## src/rtl/gsim_host_if.sv

```systemverilog
// Host/GSIM signal bundle for gsim_host: b-word stream in, GSIM drive/return, x-word stream out.
// The slave modport is the gsim_host view; the master modport is the host/GSIM-side view.
interface gsim_host_if;
    logic        s_valid;
    logic        s_ready;
    logic [15:0] s_data;
    logic        gs_in_en;
    logic [15:0] gs_b;
    logic        gs_out_valid;
    logic [31:0] gs_x;
    logic        m_valid;
    logic        m_ready;
    logic [31:0] m_data;

    modport slave (
        input  s_valid, s_data, gs_out_valid, gs_x, m_ready,
        output s_ready, gs_in_en, gs_b, m_valid, m_data
    );

    modport master (
        output s_valid, s_data, gs_out_valid, gs_x, m_ready,
        input  s_ready, gs_in_en, gs_b, m_valid, m_data
    );
endinterface

```

## src/rtl/gsim_host.sv

```systemverilog
// Host-side sequencer for the GSIM solver: buffers N b-words, bursts them into GSIM,
// captures the contiguous N-word x result and drains it to the host over valid/ready.
module gsim_host #(
    parameter int N           = 16,
    parameter int TIMEOUT_CYC = 4096
) (
    input  logic        clk,
    input  logic        rst_n,
    gsim_host_if.slave  bus,
    output logic        busy,
    output logic        err
);

    localparam int CW = (N > 1) ? $clog2(N) : 1;
    localparam int TW = (TIMEOUT_CYC > 1) ? $clog2(TIMEOUT_CYC) : 1;
    localparam logic [CW-1:0] LAST  = CW'(N - 1);
    localparam logic [TW-1:0] TLAST = TW'(TIMEOUT_CYC - 1);

    typedef enum logic [2:0] {
        ST_LOAD,
        ST_SEND,
        ST_WAIT,
        ST_CAPTURE,
        ST_DRAIN
    } state_e;

    state_e        state_q;
    logic [CW-1:0] wcnt_q, rcnt_q, dcnt_q;
    logic [CW-1:0] wcnt_d, rcnt_d, dcnt_d;
    logic [TW-1:0] timer_q;
    logic          s_ready_q, gs_in_en_q, m_valid_q, busy_q, err_q;
    logic [15:0]   gs_b_q;
    logic [31:0]   m_data_q;
    logic [15:0]   bbuf [N];
    logic [31:0]   xbuf [N];
    logic          s_accept, x_store, m_fire;

    assign wcnt_d = wcnt_q + CW'(1);
    assign rcnt_d = rcnt_q + CW'(1);
    assign dcnt_d = dcnt_q + CW'(1);

    assign s_accept = (state_q == ST_LOAD) && bus.s_valid && s_ready_q;
    assign x_store  = ((state_q == ST_WAIT) || (state_q == ST_CAPTURE)) && bus.gs_out_valid;
    assign m_fire   = (state_q == ST_DRAIN) && m_valid_q && bus.m_ready;

    // NOTE: the data buffers are plain storage with no reset; every word is written before it is read.
    always_ff @(posedge clk) begin
        if (s_accept) bbuf[wcnt_q] <= bus.s_data;
        if (x_store)  xbuf[rcnt_q] <= bus.gs_x;
    end

    // NOTE: every output is a flop updated here with <=, so outputs change only on the clock edge (or reset).
    always_ff @(posedge clk or negedge rst_n) begin
        if (!rst_n) begin
            state_q    <= ST_LOAD;
            wcnt_q     <= '0;
            rcnt_q     <= '0;
            dcnt_q     <= '0;
            timer_q    <= '0;
            s_ready_q  <= 1'b0;
            gs_in_en_q <= 1'b0;
            gs_b_q     <= '0;
            m_valid_q  <= 1'b0;
            m_data_q   <= '0;
            busy_q     <= 1'b0;
            err_q      <= 1'b0;
        end else begin
            case (state_q)
                ST_LOAD: begin
                    s_ready_q <= 1'b1;
                    if (s_accept) begin
                        if (wcnt_q == '0) err_q <= 1'b0;
                        if (wcnt_q == LAST) begin
                            wcnt_q     <= '0;
                            state_q    <= ST_SEND;
                            s_ready_q  <= 1'b0;
                            busy_q     <= 1'b1;
                            gs_in_en_q <= 1'b1;
                            gs_b_q     <= (wcnt_q == '0) ? bus.s_data : bbuf[0];
                        end else begin
                            wcnt_q <= wcnt_d;
                        end
                    end
                end

                // wcnt_q tracks which b-word is currently on gs_b
                ST_SEND: begin
                    if (wcnt_q == LAST) begin
                        wcnt_q     <= '0;
                        gs_in_en_q <= 1'b0;
                        gs_b_q     <= '0;
                        timer_q    <= '0;
                        state_q    <= ST_WAIT;
                    end else begin
                        wcnt_q <= wcnt_d;
                        gs_b_q <= bbuf[wcnt_d];
                    end
                end

                ST_WAIT: begin
                    if (bus.gs_out_valid) begin
                        timer_q <= '0;
                        if (N == 1) begin
                            state_q   <= ST_DRAIN;
                            m_valid_q <= 1'b1;
                            m_data_q  <= bus.gs_x;
                        end else begin
                            rcnt_q  <= CW'(1);
                            state_q <= ST_CAPTURE;
                        end
                    end else if (timer_q == TLAST) begin
                        timer_q   <= '0;
                        err_q     <= 1'b1;
                        state_q   <= ST_LOAD;
                        s_ready_q <= 1'b1;
                        busy_q    <= 1'b0;
                    end else begin
                        timer_q <= timer_q + TW'(1);
                    end
                end

                // GSIM emits its result as one unbroken burst; any gap aborts the solve
                ST_CAPTURE: begin
                    if (bus.gs_out_valid) begin
                        if (rcnt_q == LAST) begin
                            rcnt_q    <= '0;
                            dcnt_q    <= '0;
                            state_q   <= ST_DRAIN;
                            m_valid_q <= 1'b1;
                            m_data_q  <= xbuf[0];
                        end else begin
                            rcnt_q <= rcnt_d;
                        end
                    end else begin
                        rcnt_q    <= '0;
                        err_q     <= 1'b1;
                        state_q   <= ST_LOAD;
                        s_ready_q <= 1'b1;
                        busy_q    <= 1'b0;
                    end
                end

                ST_DRAIN: begin
                    if (m_fire) begin
                        if (dcnt_q == LAST) begin
                            dcnt_q    <= '0;
                            m_valid_q <= 1'b0;
                            m_data_q  <= '0;
                            state_q   <= ST_LOAD;
                            s_ready_q <= 1'b1;
                            busy_q    <= 1'b0;
                        end else begin
                            dcnt_q   <= dcnt_d;
                            m_data_q <= xbuf[dcnt_d];
                        end
                    end
                end

                default: begin
                    state_q <= ST_LOAD;
                    busy_q  <= 1'b0;
                end
            endcase
        end
    end

    assign bus.s_ready  = s_ready_q;
    assign bus.gs_in_en = gs_in_en_q;
    assign bus.gs_b     = gs_b_q;
    assign bus.m_valid  = m_valid_q;
    assign bus.m_data   = m_data_q;
    assign busy         = busy_q;
    assign err          = err_q;

endmodule

```

## src/flat_wrapper.sv

```systemverilog
// flat-port wrapper written by rule: the top's interface ports become plain ports
module gsim_host_flat 
#(
    parameter int N           = 16,
    parameter int TIMEOUT_CYC = 4096
)
  (clk, rst_n, busy, err, bus_s_valid, bus_s_data, bus_gs_out_valid, bus_gs_x, bus_m_ready, bus_s_ready, bus_gs_in_en, bus_gs_b, bus_m_valid, bus_m_data);
  gsim_host_if bus_i ();
  input  logic clk;
  input  logic rst_n;
  output logic busy;
  output logic err;
  input wire logic [$bits(bus_i.s_valid)-1:0] bus_s_valid;
  input wire logic [$bits(bus_i.s_data)-1:0] bus_s_data;
  input wire logic [$bits(bus_i.gs_out_valid)-1:0] bus_gs_out_valid;
  input wire logic [$bits(bus_i.gs_x)-1:0] bus_gs_x;
  input wire logic [$bits(bus_i.m_ready)-1:0] bus_m_ready;
  output wire logic [$bits(bus_i.s_ready)-1:0] bus_s_ready;
  output wire logic [$bits(bus_i.gs_in_en)-1:0] bus_gs_in_en;
  output wire logic [$bits(bus_i.gs_b)-1:0] bus_gs_b;
  output wire logic [$bits(bus_i.m_valid)-1:0] bus_m_valid;
  output wire logic [$bits(bus_i.m_data)-1:0] bus_m_data;
  assign bus_i.s_valid = bus_s_valid;
  assign bus_i.s_data = bus_s_data;
  assign bus_i.gs_out_valid = bus_gs_out_valid;
  assign bus_i.gs_x = bus_gs_x;
  assign bus_i.m_ready = bus_m_ready;
  assign bus_s_ready = bus_i.s_ready;
  assign bus_gs_in_en = bus_i.gs_in_en;
  assign bus_gs_b = bus_i.gs_b;
  assign bus_m_valid = bus_i.m_valid;
  assign bus_m_data = bus_i.m_data;
  gsim_host #(.N(N), .TIMEOUT_CYC(TIMEOUT_CYC)) u_core (.clk(clk), .rst_n(rst_n), .bus(bus_i), .busy(busy), .err(err));
endmodule
```

## config.mk

```make
export PLATFORM = sky130hd
export DESIGN_NAME = gsim_host_flat
export DESIGN_NICKNAME = d
export VERILOG_FILES = /design/src/rtl/gsim_host_if.sv /design/src/rtl/gsim_host.sv /design/src/flat_wrapper.sv
export SDC_FILE = /design/constraint.sdc
export NUM_CORES = 1
export LEC_CHECK = 0
export CORE_ASPECT_RATIO = 0.75
export CORE_UTILIZATION = 40
export DETAILED_ROUTE_END_ITERATION = 10
export PLACE_DENSITY = 0.66
export SYNTH_ARGS = -nofsm -noshare
export SYNTH_HDL_FRONTEND = slang
export SYNTH_SLANG_ARGS = --single-unit
```

## constraint.sdc

```tcl
create_clock -name clk -period 4.1 [get_ports clk]
set_input_delay 1.23 -clock clk [delete_from_list [all_inputs] [get_ports clk]]
set_output_delay 1.23 -clock clk [all_outputs]
set_load 0.005 [all_outputs]
```

# Yosys cells after proc, flatten, opt, wreduce, memory -nomap -nowiden
# Memory sizes are Yosys's and may differ from the RTL's.
# Cells that the tools add are included.
# Widths: inputs -> output; s select.
[totals]
reg_bits = 80
mem_bits_rw = 768
input_bits = 53
memories = 2
[mem_list]
columns = ["memory", "depth", "word_bits", "read_ports", "rd_ports_with_merged_regs", "write_ports", "line_no", "rtl"]
rows = [
  ["u_core.xbuf", 16, 32, 2, 0, 1, "gsim_host.sv:35", "logic [31:0] xbuf [N];"],
  ["u_core.bbuf", 16, 16, 2, 0, 1, "gsim_host.sv:34", "logic [15:0] bbuf [N];"],
]
[op_classes]
addsub = 4
n_eq_ne = 22
mux = 64
n_bitwise = 1
reduce_logical = 25
[ops]
columns = ["op", "n"]
rows = [
  ["$mux 32", 4],
  ["$mux 16", 4],
  ["$pmux 32 s2", 1],
  ["$mux 12", 3],
  ["$mux 4", 9],
  ["$pmux 16 s2", 1],
  ["$mux 3", 9],
  ["$pmux 12 s2", 1],
  ["$pmux 4 s2", 3],
  ["$mux 1", 23],
  ["$ne 2x2->1 const B", 9],
  ["$pmux 3 s5", 1],
  ["$add 12x1->12 const B", 1],
  ["$add 4x1->4 const B", 3],
  ["$eq 12x12->1 const B", 1],
  ["$eq 4x4->1 const B", 3],
  ["$reduce_and 6->1", 2],
  ["$reduce_and 4->1", 2],
  ["$reduce_and 8->1", 1],
  ["$reduce_bool 2->1", 4],
  ["$reduce_and 7->1", 1],
  ["$eq 3x2->1 const B", 2],
  ["$ne 2x1->1 const B", 3],
  ["$ne 3x3->1 const B", 2],
  ["16 further kinds", 23],
]

# Longest topological paths before layout
[depth]
word_depth = 5
depth_mapped = 11
ltp_nobuf = 6

# Least setup slack after synthesis
# Ideal clock, no wire load.
[synth_path]
path_kind = "input port to flip-flop"
start = "in bus_gs_out_valid"
end = "mem u_core.xbuf[15][0] (enable)"
setup_ns = 0.423
arrival_ns = 3.045
required_time_ns = 3.677
path_slack_ns = 0.632
path_stages = 3
path_buffers = 1
path_cell_list = "clkbuf_1 -> nand2_1 -> nor2_1"
[synth_between]
elab_chain_len = 3
[synth_lines]
columns = ["element", "line_no", "rtl"]
rows = [
  ["from (decl)", "flat_wrapper.sv:15", "input wire logic [$bits(bus_i.gs_out_valid)-1:0] bus_gs_out_valid;"],
  ["$logic_and 1x1->1", "gsim_host.sv:43", "assign x_store = ((state_q == ST_WAIT) || (state_q == ST_CAPTURE)) && bus.gs_out_valid;"],
  ["$mux 1", "gsim_host.sv:49", "if (x_store) xbuf[rcnt_q] <= bus.gs_x;"],
  ["$mux 1 (implied by the code)", "gsim_host.sv:49", ""],
  ["to (decl)", "gsim_host.sv:35", ""],
]
# Every way passes these cells.

# Worst setup path after layout
[layout_path]
start = "reg u_core.wcnt_q[0]"
end = "reg u_core.gs_b_q[11], in the netlist u_core.bus.gs_b[11]"
[layout_between]
elab_chain_len = 5
word_cells_on_any_way = 11
classes_between = "add/sub: 1; eq/ne: 2; mux: 5; reduce/logical: 2; memory: 1"
[layout_lines]
columns = ["element", "line_no", "rtl"]
rows = [
  ["from (decl)", "gsim_host.sv:28", "logic [CW-1:0] wcnt_q, rcnt_q, dcnt_q;"],
  ["from (signal assigned)", "gsim_host.sv:81", "wcnt_q <= wcnt_d;"],
  ["from (signal assigned)", "gsim_host.sv:95", "wcnt_q <= wcnt_d;"],
  ["branches (longest 5 deep; another with $mem_v2 16x16)", "-", ""],
  ["to (signal assigned)", "gsim_host.sv:79", "gs_b_q <= (wcnt_q == '0) ? bus.s_data : bbuf[0];"],
  ["to (signal assigned)", "gsim_host.sv:96", "gs_b_q <= bbuf[wcnt_d];"],
  ["to (decl)", "gsim_host.sv:32", "logic [15:0] gs_b_q;"],
]
# Several ways; the timed one is not identified. The select of a mux whose other input is x is not followed.
# A chain may end at the register's enable or synchronous reset.

==> impl_metrics.sql <==
INSERT INTO impl_metrics (metric_group, metric, value, unit) VALUES
('logic_synthesis', 'synthDistinctLibCells', '52', ''),
('detailed_routing', 'via_count', '16600', ''),
('clocking', 'insertion_delay', '0.64', 'ns'),
('worst_setup_path', 'r2r_end', 'u_core.bus.gs_b[11]', ''),
('floorplan', 'core_area', '82300', 'sq um'),
('detailed_routing', 'first_pass_iters', '5', ''),
('worst_setup_path', 'crit_cells', '7', ''),
('logic_synthesis', 'ys_seq_elements', '848', ''),
('logic_synthesis', 'synth-warning-count', '0', ''),
('global_routing', 'antenna_found_initial', '1', ''),
('worst_setup_path', 'crit_slowest_cell', 'dfrtp_4', ''),
('worst_setup_path', 'worstRegToRegCells', '7', ''),
('worst_setup_path', 'rrSetupSlack', '1.14', 'ns'),
('finish', 'drive_above_1_share', '23.4', '%'),
('logic_synthesis', 'synth-main-ff-cell', 'edfxtp_1', ''),
('worst_setup_path', 'critical_path_peak_fanout', '49', ''),
('timing', 'timing_worst_slew_pin_value', '1.04', 'ns'),
('global_routing', 'grt_pass1_vias', '16900', ''),
('timing', 'finalClockSkew', '0.0344', 'ns'),
('worst_setup_path', 'setup.worst_path.class', 'flop to flop', ''),
('timing', 'final.setup.tns', '0', 'ns'),
('worst_setup_path', 'cp.required', '4.60', 'ns'),
('power', 'powerDensity', '552', 'nW/um^2'),
('floorplan', 'die_area', '84500', 'sq um'),
('finish', 'flow.area_growth_from_synthesis', '16.4', '%'),
('finish', 'design_area', '38800', 'sq um'),
('hold_path', 'min_from', 'u_core.timer_q[11]', ''),
('detailed_routing', 'detail-route-antenna-nets', '0', ''),
('worst_setup_path', 'startpoint_type', 'flop', ''),
('placed_design', 'dp.final_hpwl', '43000', 'um'),
('timing', 'setup_violations', '0', ''),
('clocking', 'post_cts_resized', '0', ''),
('timing', 'period_needed', '2.96', 'ns'),
('clocking', 'postCtsSetupRepairBufs', '0', ''),
('worst_setup_path', 'end_kind', 'flop', ''),
('worst_setup_path', 'critPathArrivalTime', '3.46', 'ns'),
('clocking', 'cts_sinks', '848', ''),
('finish', 'most_frequent_cells_in_the_layout', 'edfxtp_1, mux4_2, clkdlybuf4s50_1, nand2_1, clkbuf_16', ''),
('placed_design', 'placedInstanceArea', '36100', 'sq um'),
('timing', 'finalHoldViolations', '0', ''),
('power', 'vdd_ir_drop_max', '413', 'uV'),
('logic_synthesis', 'synth_async_sr_flop_share', '9.43', '%'),
('clocking', 'tritoncts', 'yes', ''),
('worst_setup_path', 'path_delay_family', 'flip-flops', ''),
('floorplan', 'ios', '106', ''),
('logic_synthesis', 'mappedNetlistNets', '1715', ''),
('global_routing', 'grt-ovfl-total', '0', ''),
('timing', 'drv_slew', '0', ''),
('run', 'max_cap_viol_count', '0', ''),
('outcome', 'run_status', 'finished, final reports clean', ''),
('clocking', 'cts_made_buffers', '84', ''),
('floorplan', 'dieHeight', '252', 'um'),
('logic_synthesis', 'synth_area_per_cell', '20.2', 'sq um'),
('floorplan', 'floorplan.initialDensity', '40.5', '%'),
('placed_design', 'globalplace.congestion', '0.784', ''),
('worst_setup_path', 'r2r-start', 'u_core.wcnt_q[0]', ''),
('logic_synthesis', 'yosysTopAreaCell', 'edfxtp_1', ''),
('detailed_routing', 'drt-initial-drc-count', '1507', ''),
('power', 'power.static_leakage', '12.7', 'nW'),
('clocking', 'cts-root-to-sink-buffers', '3', ''),
('global_routing', 'grt_start_max_net_pins', '74', ''),
('finish', 'final_nets', '1880', ''),
('detailed_routing', 'remaining_drc_errors', '0', ''),
('clocking', 'cts.root.buffer_cell', 'clkbuf_16', ''),
('logic_synthesis', 'ys_seq_area_share', '75.2', '%'),
('hold_path', 'worst_hold_path.num_cells', '1', ''),
('logic_synthesis', 'netlist.area_leader.share', '69.2', '%'),
('clocking', 'ctsHtreeMaxLevel', '3', ''),
('logic_synthesis', 'syn-instance-count', '1652', ''),
('clocking', 'clkTransAtPathRegs', '0.07', 'ns'),
('clocking', 'cts-hold-fix-buffers', '0', '');
cell type report:
cell class	instances	area [sq um]	area share (%)
Clock buffer	100	2190	5.65
Clock inverter	50	509	1.31
Inverter	11	41.3	0.106
Multi-Input combinational cell	705	7880	20.3
Sequential cell	848	25100	64.6
Tap cell	1116	1400	3.60
Timing Repair Buffer	167	1710	4.42
synthesized netlist by cell type (2+ instances only):
| cell type | number |
|---|---|
| nand3_1 | 9 |
| nor4_2 | 2 |
| and3_1 | 4 |
| nand2_1 | 87 |
| nor3b_1 | 3 |
| xor2_1 | 3 |
| nor3_1 | 11 |
| a32o_1 | 2 |
| inv_1 | 11 |
| mux2_2 | 33 |
| xnor2_1 | 2 |
| buf_6 | 5 |
| o31ai_1 | 3 |
| ha_1 | 10 |
| buf_1 | 4 |
| edfxtp_1 | 768 |
| buf_2 | 29 |
| mux4_2 | 193 |
| dfrtp_1 | 80 |
| and2_1 | 18 |
| o21ai_0 | 55 |
| o2111ai_1 | 16 |
| or3_1 | 4 |
| nand2b_1 | 3 |
| buf_4 | 10 |
| a31oi_1 | 5 |
| a211oi_1 | 3 |
| nor2_1 | 61 |
| clkbuf_1 | 40 |
| o22a_1 | 31 |
| nand4_1 | 5 |
| a22o_1 | 3 |
| a21oi_1 | 40 |
| nor2b_1 | 3 |
| mux2i_1 | 79 |
worst max path at each step:
| stage | from | end | slack (ns) |
|---|---|---|---|
| 2_1_floorplan | bus_gs_out_valid | u_core.xbuf[15][0] | 0.63 |
| 3_3_place_gp | bus_s_valid | u_core.bbuf[8][13] | 0.76 |
| 3_5_place_dp | bus_gs_out_valid | u_core.timer_q[11] | 0.64 |
| 4_1_cts | u_core.wcnt_q[0] | u_core.bus.gs_b[11] | 1.13 |
| 5_1_grt | u_core.wcnt_q[0] | u_core.bus.gs_b[11] | 0.98 |
| 6_report | u_core.wcnt_q[0] | u_core.bus.gs_b[11] | 1.14 |
worst register-to-register path: stages (launching register included):
cell	delay [ns]
dfrtp_4	0.76
inv_1	0.14
ha_2	0.66
buf_12	0.34
mux4_2	0.44
mux2_2	0.28
nand2_1	0.07
o2111ai_1	0.12
logic make-up after synthesis:
family          synth area share, %
simple gates                   2.97
buf+inv                        1.45
compound gates                 3.26
flops                          75.2
fa+ha+maj                     0.375
xor+xnor                      0.214
mux                            16.5
flip-flops by register name, indices dropped and copies added, names as in the netlist, 3 cells and up:
signal / cells
u_core.xbuf: 512
u_core.timer_q: 12
u_core.rcnt_q: 4
u_core.bus.m_data: 32
u_core.bbuf: 256
u_core.bus.gs_b: 16
u_core.wcnt_q: 4
u_core.dcnt_q: 4
u_core.state_q: 3
metrics by stage:
step	total power [W]	hold slack [ns]	utilization, %	worst slack (ns)	instances
after CTS	0.0216	0.494	47.1	1.13	2997
after global routing	0.0222	0.519	47.1	0.977	2997
after floorplan	0.0128	0.446	-	0.632	1652
after detailed placement	0.0141	0.486	43.9	0.645	2847
after global placement	0.0140	0.465	43.9	0.761	2847
final	0.0214	0.490	47.1	1.14	2997
layer usage:
metal	up-vias	track usage (%)	wire [um]
li1	7086	-	-
met5	-	0	17
met3	102	2.80	4130
met4	2	4.89	1430
met1	8819	26.2	33500
met2	557	26.9	34600
where the power goes:
group / leakage [nW] / total [W] / switching (W) / internal, W
clock: 1.32 / 0.00757 / 0.00322 / 0.00435
combinational: 3.44 / 0.00361 / 0.00183 / 0.00178
sequential: 7.97 / 0.0102 / 0.000364 / 0.00988
total: 12.7 / 0.0214 / 0.00542 / 0.0160
Note: power is estimated with default switching activity, not from simulation.
